[config.mk]
export PLATFORM = sky130hd
export DESIGN_NAME = spi_txn_arbiter
export DESIGN_NICKNAME = d
export VERILOG_FILES = /design/src/rtl/spi_txn_arbiter.sv
export SDC_FILE = /design/constraint.sdc
export NUM_CORES = 1
export LEC_CHECK = 0
export CAP_MARGIN = 20
export CORE_MARGIN = 3
export CORE_UTILIZATION = 42
export CTS_CLUSTER_DIAMETER = 50
export DETAILED_ROUTE_END_ITERATION = 8
export PLACE_DENSITY = 0.86
export RECOVER_POWER = 25
export SLEW_MARGIN = 20
export SYNTH_ARGS = -nofsm -noshare
export SYNTH_HDL_FRONTEND = slang
export SYNTH_SLANG_ARGS = --single-unit
[constraint.sdc]
create_clock -name clk -period 2.51 [get_ports clk]
set_input_delay 0.753 -clock clk [delete_from_list [all_inputs] [get_ports clk]]
set_output_delay 0.753 -clock clk [all_outputs]
set_load 0.01 [all_outputs]
[src/rtl/spi_txn_arbiter.sv]
// rtl/spi_txn_arbiter.sv - round-robin arbiter/sequencer sharing one SPI master; optional watchdog via SPI_ARB_TIMEOUT_EN
module spi_txn_arbiter #(
  parameter int NREQ    = 4,
  parameter int DW      = 12,
  parameter int TIMEOUT = 1023,
  localparam int IW     = $clog2(NREQ)
) (
  input  logic               clk,
  input  logic               rst,
  input  logic [NREQ-1:0]    req,
  input  logic [NREQ*DW-1:0] req_data,
  output logic [NREQ-1:0]    ack,
  output logic               busy,
  output logic [IW-1:0]      grant_id,
  output logic               newd,
  output logic [DW-1:0]      din,
  input  logic               cs,
  output logic               err
);

  typedef enum logic [1:0] {IDLE, WAIT_START, WAIT_END} state_t;

  state_t            state, state_n;
  logic [IW-1:0]     rr_ptr, rr_n;
  logic [IW-1:0]     grant_n;
  logic [DW-1:0]     din_n;
  logic [NREQ-1:0]   ack_n;
  logic              busy_n, newd_n;
  logic [DW-1:0]     words [NREQ];
  logic              pick_found;
  logic [IW-1:0]     pick_id;

`ifdef SPI_ARB_TIMEOUT_EN
  localparam int TW = $clog2(TIMEOUT + 1);
  logic [TW-1:0]     timer, timer_n;
  logic              err_n;
`else
  assign err = 1'b0;
`endif

  // Unpack the flat request word bus into one word per requester
  always_comb begin
    for (int k = 0; k < NREQ; k++) begin
      words[k] = req_data[k*DW +: DW];
    end
  end

  // Pick the first pending requester at or above rr_ptr, wrapping around
  always_comb begin
    int j;
    logic [IW-1:0] cand;
    pick_found = 1'b0;
    pick_id    = '0;
    j          = 0;
    cand       = '0;
    for (int k = 0; k < NREQ; k++) begin
      j = int'(rr_ptr) + k;
      if (j >= NREQ) j = j - NREQ;
      cand = IW'(j);
      if (!pick_found && req[cand]) begin
        pick_found = 1'b1;
        pick_id    = cand;
      end
    end
  end

  // Next-state and next-output logic; every output is registered below
  always_comb begin
    state_n = state;
    rr_n    = rr_ptr;
    grant_n = grant_id;
    din_n   = din;
    ack_n   = '0;
    newd_n  = 1'b0;
    busy_n  = busy;
`ifdef SPI_ARB_TIMEOUT_EN
    timer_n = timer;
    err_n   = 1'b0;
`endif
    case (state)
      IDLE: begin
        busy_n = 1'b0;
        if (pick_found) begin
          grant_n = pick_id;
          din_n   = words[pick_id];
          newd_n  = 1'b1;
          busy_n  = 1'b1;
          state_n = WAIT_START;
          rr_n    = (pick_id == IW'(NREQ - 1)) ? '0 : pick_id + 1'b1;
`ifdef SPI_ARB_TIMEOUT_EN
          timer_n = '0;
`endif
        end
      end
      WAIT_START: begin
        if (!cs) begin
          state_n = WAIT_END;
`ifdef SPI_ARB_TIMEOUT_EN
          timer_n = '0;
        end else if (timer == TW'(TIMEOUT - 1)) begin
          err_n           = 1'b1;
          ack_n[grant_id] = 1'b1;
          state_n         = IDLE;
        end else begin
          timer_n = timer + 1'b1;
`endif
        end
      end
      WAIT_END: begin
        if (cs) begin
          ack_n[grant_id] = 1'b1;
          state_n         = IDLE;
`ifdef SPI_ARB_TIMEOUT_EN
        end else if (timer == TW'(TIMEOUT - 1)) begin
          err_n           = 1'b1;
          ack_n[grant_id] = 1'b1;
          state_n         = IDLE;
        end else begin
          timer_n = timer + 1'b1;
`endif
        end
      end
      default: state_n = IDLE;
    endcase
  end

  // State and output registers, cleared asynchronously by rst
  always_ff @(posedge clk or posedge rst) begin
    if (rst) begin
      state    <= IDLE;
      rr_ptr   <= '0;
      grant_id <= '0;
      din      <= '0;
      ack      <= '0;
      newd     <= 1'b0;
      busy     <= 1'b0;
`ifdef SPI_ARB_TIMEOUT_EN
      timer    <= '0;
      err      <= 1'b0;
`endif
    end else begin
      state    <= state_n;
      rr_ptr   <= rr_n;
      grant_id <= grant_n;
      din      <= din_n;
      ack      <= ack_n;
      newd     <= newd_n;
      busy     <= busy_n;
`ifdef SPI_ARB_TIMEOUT_EN
      timer    <= timer_n;
      err      <= err_n;
`endif
    end
  end

endmodule

# Word level (Yosys, flattened, before mapping)
# Cells that the tools add are included.
# word_totals
ff_bits	24
latch_bits	0
ramBits	0
rom_bits	0
input_bits	55
output_inout_bits	21
word_cells	77
memories	0
# classes
n_addsub	8
mul	0
n_div	0
order_cmp	11
eq_ne	6
shifts	0
mux	34
bitwise_logic	1
reduce_logical	10
# op_table
op	count
12-bit binary-select mux with 2-bit select	1
12-bit two-way mux	2
2-bit two-way mux	12
2-bit by 3-bit less-than comparator with 1-bit output (second input constant)	5
3-bit >= comparator (second input constant)	4
1-bit two-way mux	11
1-bit binary-select mux with 2-bit select	4
4-bit two-way mux	2
2-bit by 1-bit subtractor with 2-bit output (second input constant)	4
2-bit by 2-bit adder with 3-bit output (second input constant)	2
2-bit != test (second input constant)	3
2-bit case mux with 3 select lines	1
2-bit equality test (second input constant)	2
1-bit logical AND	4
2-bit by 1-bit adder with 3-bit output (second input constant)	1
2-bit by 3-bit >= comparator with 1-bit output (second input constant)	1
1-bit zero test	3
2-bit inverter with 3-bit output	1
3-bit AND reduction	1
2-bit by 1-bit adder with 2-bit output (second input constant)	1
1-bit demux with 2-bit select	1
2-bit by 1-bit equality test with 1-bit output (second input constant)	1
2-bit by 1-bit >= comparator with 1-bit output (second input constant)	1
2-bit zero test	1
2-bit AND reduction	1

# Longest topological paths before layout
# depth
depth_word	18
ltp_mapped	7
ltp_nobuf	5

# Least setup slack after synthesis
# No wires, ideal clock.
# synth_timing
path_kind	in2reg
from	input port req[2]
to	register din[11]
setup_ns	0.132
arrival_time_ns	1.744
required_ns	2.378
path_slack_ns	0.633
cell_stages	7
n_path_buf	2
cell_sequence	mux2i_1 o22a_2 and2_4 buf_6 buf_8 mux2i_1 o211ai_1
# synth_between
elab_chain_len	16
elab_cells_between_ends	27
classes_between	19 x mux; 1 x bitwise; 7 x reduce/logical
# synth_lines
element	line	text
start: declaration	10	input logic [NREQ-1:0] req,
1-bit binary-select mux with 2-bit select	60	if (!pick_found && req[cand]) begin
1-bit two-way mux (not written as such)	60	
1-bit two-way mux	60	
1-bit zero test	60	
1-bit logical AND	60	
1-bit two-way mux	60	
1-bit zero test	60	
1-bit logical AND	60	
1-bit two-way mux	60	
1-bit zero test	60	
1-bit logical AND	60	
2-bit two-way mux	60	
2-bit inverter with 3-bit output (not written as such)	85	din_n = words[pick_id];
12-bit binary-select mux with 2-bit select	85	
12-bit two-way mux (not written as such) (2 in a row)	85	
end signal: assignment	145	din <= din_n;
end: declaration	16	output logic [DW-1:0] din,
# Parallel ways exist; a longest one is shown, timed or not. The select of a mux whose other input is x is not followed.
# A chain may end at the register's enable or synchronous reset.

# Final worst setup path
# layout_timing
from	input port req[2]
to	register din[3]
# The elaborated chain is that of the path after synthesis.

==> impl_metrics.tcl <==
set metrics [dict create \
    insertion_delay_ns 0.31 \
    grt_first_pass_wirelength_mm 6.244 \
    syn-cell-area_mm2 0.001414 \
    slowest_stage "clkdlybuf4s50_1" \
    crit_family "compound AO/OA/AOI/OAI gates" \
    synth_top_area_frac 0.4248 \
    synth.distinct_cells 33 \
    dieArea_mm2 0.004099 \
    vias_per_cell 5.141 \
    crit_type "primary input to register" \
    setup_viol 0 \
    start_kind "primary input" \
    status "completed" \
    holdBufCountCts 0 \
    numClockSinks 24 \
    seq_area_frac_synth 0.4248 \
    p_leak_uw 0.0009889 \
    clk_pin_slew_ns 0.12 \
    syn_to_final_growth_pct 61.24 \
    drive_above_1_share 0.07725 \
    cts_tree "built" \
    die_w_um 64.02 \
    cts_made_buffers 3 \
    root_buffer "clkbuf_4" \
    crit_path_end_kind "register" \
    cts_buffer_depth 2 \
    worstPathRequired_ns 2.75 \
    critPathMaxStageDelay_ns 0.49 \
    vias 1424 \
    rows 20 \
    register_area_um2 600.6 \
    grt_busiest_layer "met2" \
    grt_max_degree 25 \
    synth.avg_cell_area_um2 9.063 \
    holdCritPathClass "register to register" \
    max_cap_viol_count 0 \
    routed_wl_mm 3.896 \
    rsz0062_at_grt "false" \
    ir_drop_uv 399.3 \
    globalplace.congestion 0.7800 \
    worstMarginPinSlew_ns 1.241 \
    placed_area_mm2 0.002243 \
    p_per_area_mw_per_mm2 925.2 \
    grt_pass1_vias 1326 \
    total_power_uw 2109 \
    postCtsSetupRepairBufs 0 \
    yosysWarnings 0 \
    grt_overflow 0 \
    synth_nets 211 \
    finClkSkew_ns 0.002017 \
    drt_iter0_drc 69 \
    slew_violations 0 \
    fmax_mhz 425.8 \
    fin_cells 277 \
    hpwl_mm 3.199 \
    antenna_left 0 \
    htreeDepth 1 \
    antenna_found_initial 0 \
    num_antenna_cells 0 \
    cts.repair.resized 1 \
    drt_pass1_iterations 4 \
    synth_cells 156 \
    finalCritPeriodShare 0.9357 \
    synthTopCellsByArea "dfrtp_1, mux2i_1, o211ai_1" \
    met2_usage 0.3523 \
    track_usage 0.1946 \
    dp.cells 273 \
    io_buffers 74 \
    io_pins 76 \
    multiInputGateArea_um2 739.5 \
    hold_viol 0 \
    path_cells "clkdlybuf4s50_1 > nor2b_1 > a221o_1 > a21oi_2 > o21ai_0 > o211ai_1" \
    grt_util_met1 0.2391 \
    start_util 0.4520 \
    cp_max_fo 12 \
    slew_headroom 0.1726 \
    synth_seq_cells 24 \
    synth_top_cell_by_area "dfrtp_1" \
    cp.arrival_ns 2.59 \
    die_h_um 64.02 \
    crit_buf_inv 1 \
    fp.coreArea_mm2 0.003128 \
    use_met3 0.02988 \
    min_period_ns 2.349 \
    nFillCells 268 \
    fin_area_mm2 0.002280 \
    route.detailed.drc 0 \
    nNetsFinal 289 \
    routedWlPerCell_um 14.06 \
]
## through the flow
| step | TNS (ns) | hold WS, ns | util | setup WS, ns |
|---|---|---|---|---|
| final | 0 | 0.5151 | 0.7288 | 0.1613 |
| after global routing | 0 | 0.5295 | 0.7288 | 0.07661 |
| after CTS | 0 | 0.5185 | 0.7300 | 0.2001 |
| after detailed placement | -3.296 | 0.4898 | 0.7172 | -0.3694 |
| after global placement | -1.757 | 0.4859 | 0.7172 | -0.2367 |
| after floorplan | 0 | 0.4775 | - | 0.6335 |
## routing by layer
layer | up-vias | wire length (um)
li1 | 706 | -
met1 | 647 | 1627
met2 | 67 | 1988
met3 | 4 | 251
met4 | 0 | 28
met5 | - | 0
## path summary, 6_finish.rpt
kind	startpoint	cells after the start	to	slack, ns
max	req[2]	6	din[3]	0.16
min	din[3]	2	din[3]	0.52
max reg2reg	rr_ptr[1]	5	din[3]	0.70
min reg2reg	din[3]	2	din[3]	0.52
max in group asynchronous	rst	3	din[4]	0.51
min in group asynchronous	rst	3	ack[2]	1.28
## cell usage after synthesis, drive strengths merged
cell type,count
nand2,22
o22ai,1
a21boi,12
or3,1
o211ai,12
a21o,1
o31ai,1
nand3,1
a221o,1
a21oi,3
and2,1
conb,1
xnor2,1
o21bai,1
xor2,1
dfrtp,24
nor2,9
inv,3
buf,5
mux2i,13
clkbuf,6
o21ai,16
nor2b,2
nand2b,2
and3,13
o22a,1
nor4,2
## report_power, final
part | switching [uW] | internal, uW | total [uW]
Combinational | 568 | 651 | 1220
Sequential | 136 | 553 | 689
Clock | 113 | 88.7 | 201
Total | 817 | 1290 | 2110
## cells in the final DEF (no fill, tap or decap), drive strengths merged, types with 2 or more instances in the layout
cell,synthesis,layout
clkdlybuf4s50,0,73
dfrtp,24,24
nand2,22,22
o21ai,16,16
mux2i,13,13
and3,13,13
o211ai,12,12
a21boi,12,12
nor2,9,9
buf,5,9
clkbuf,6,5
a21oi,3,3
inv,3,3
nor4,2,2
nand2b,2,2
nor2b,2,2
## tightest hold or removal path, cell delays in order (launching register included)
cell and delay [ns]:
dfrtp_1 0.36, nand2_1 0.05, o211ai_1 0.07
## flip-flops by register name (all words and copies together), names as in the netlist
register and flops:
din 12, ack 4, grant_id 2, rr_ptr 2, state 2, busy 1, newd 1
## area by class of cell
cell class / count / area share
Sequential cell: 24 / 0.2634
Timing Repair Buffer: 84 / 0.3672
Clock buffer: 4 / 0.01592
Inverter: 3 / 0.004940
Tap cell: 44 / 0.02415
Multi-Input combinational cell: 118 / 0.3244
## kinds of logic (layout without fill, tap and decap cells)
| kind of cell | after synthesis | in the layout | share of synthesized area |
|---|---|---|---|
| xor+xnor | 2 | 2 | 0.01239 |
| mux | 13 | 13 | 0.09203 |
| other cells | 1 | 1 | 0.002652 |
| flops | 24 | 24 | 0.4248 |
| buf+inv | 14 | 91 | 0.05486 |
| simple gates | 53 | 53 | 0.1841 |
| compound gates | 49 | 49 | 0.2292 |
Power figures use the tool's default switching activity.
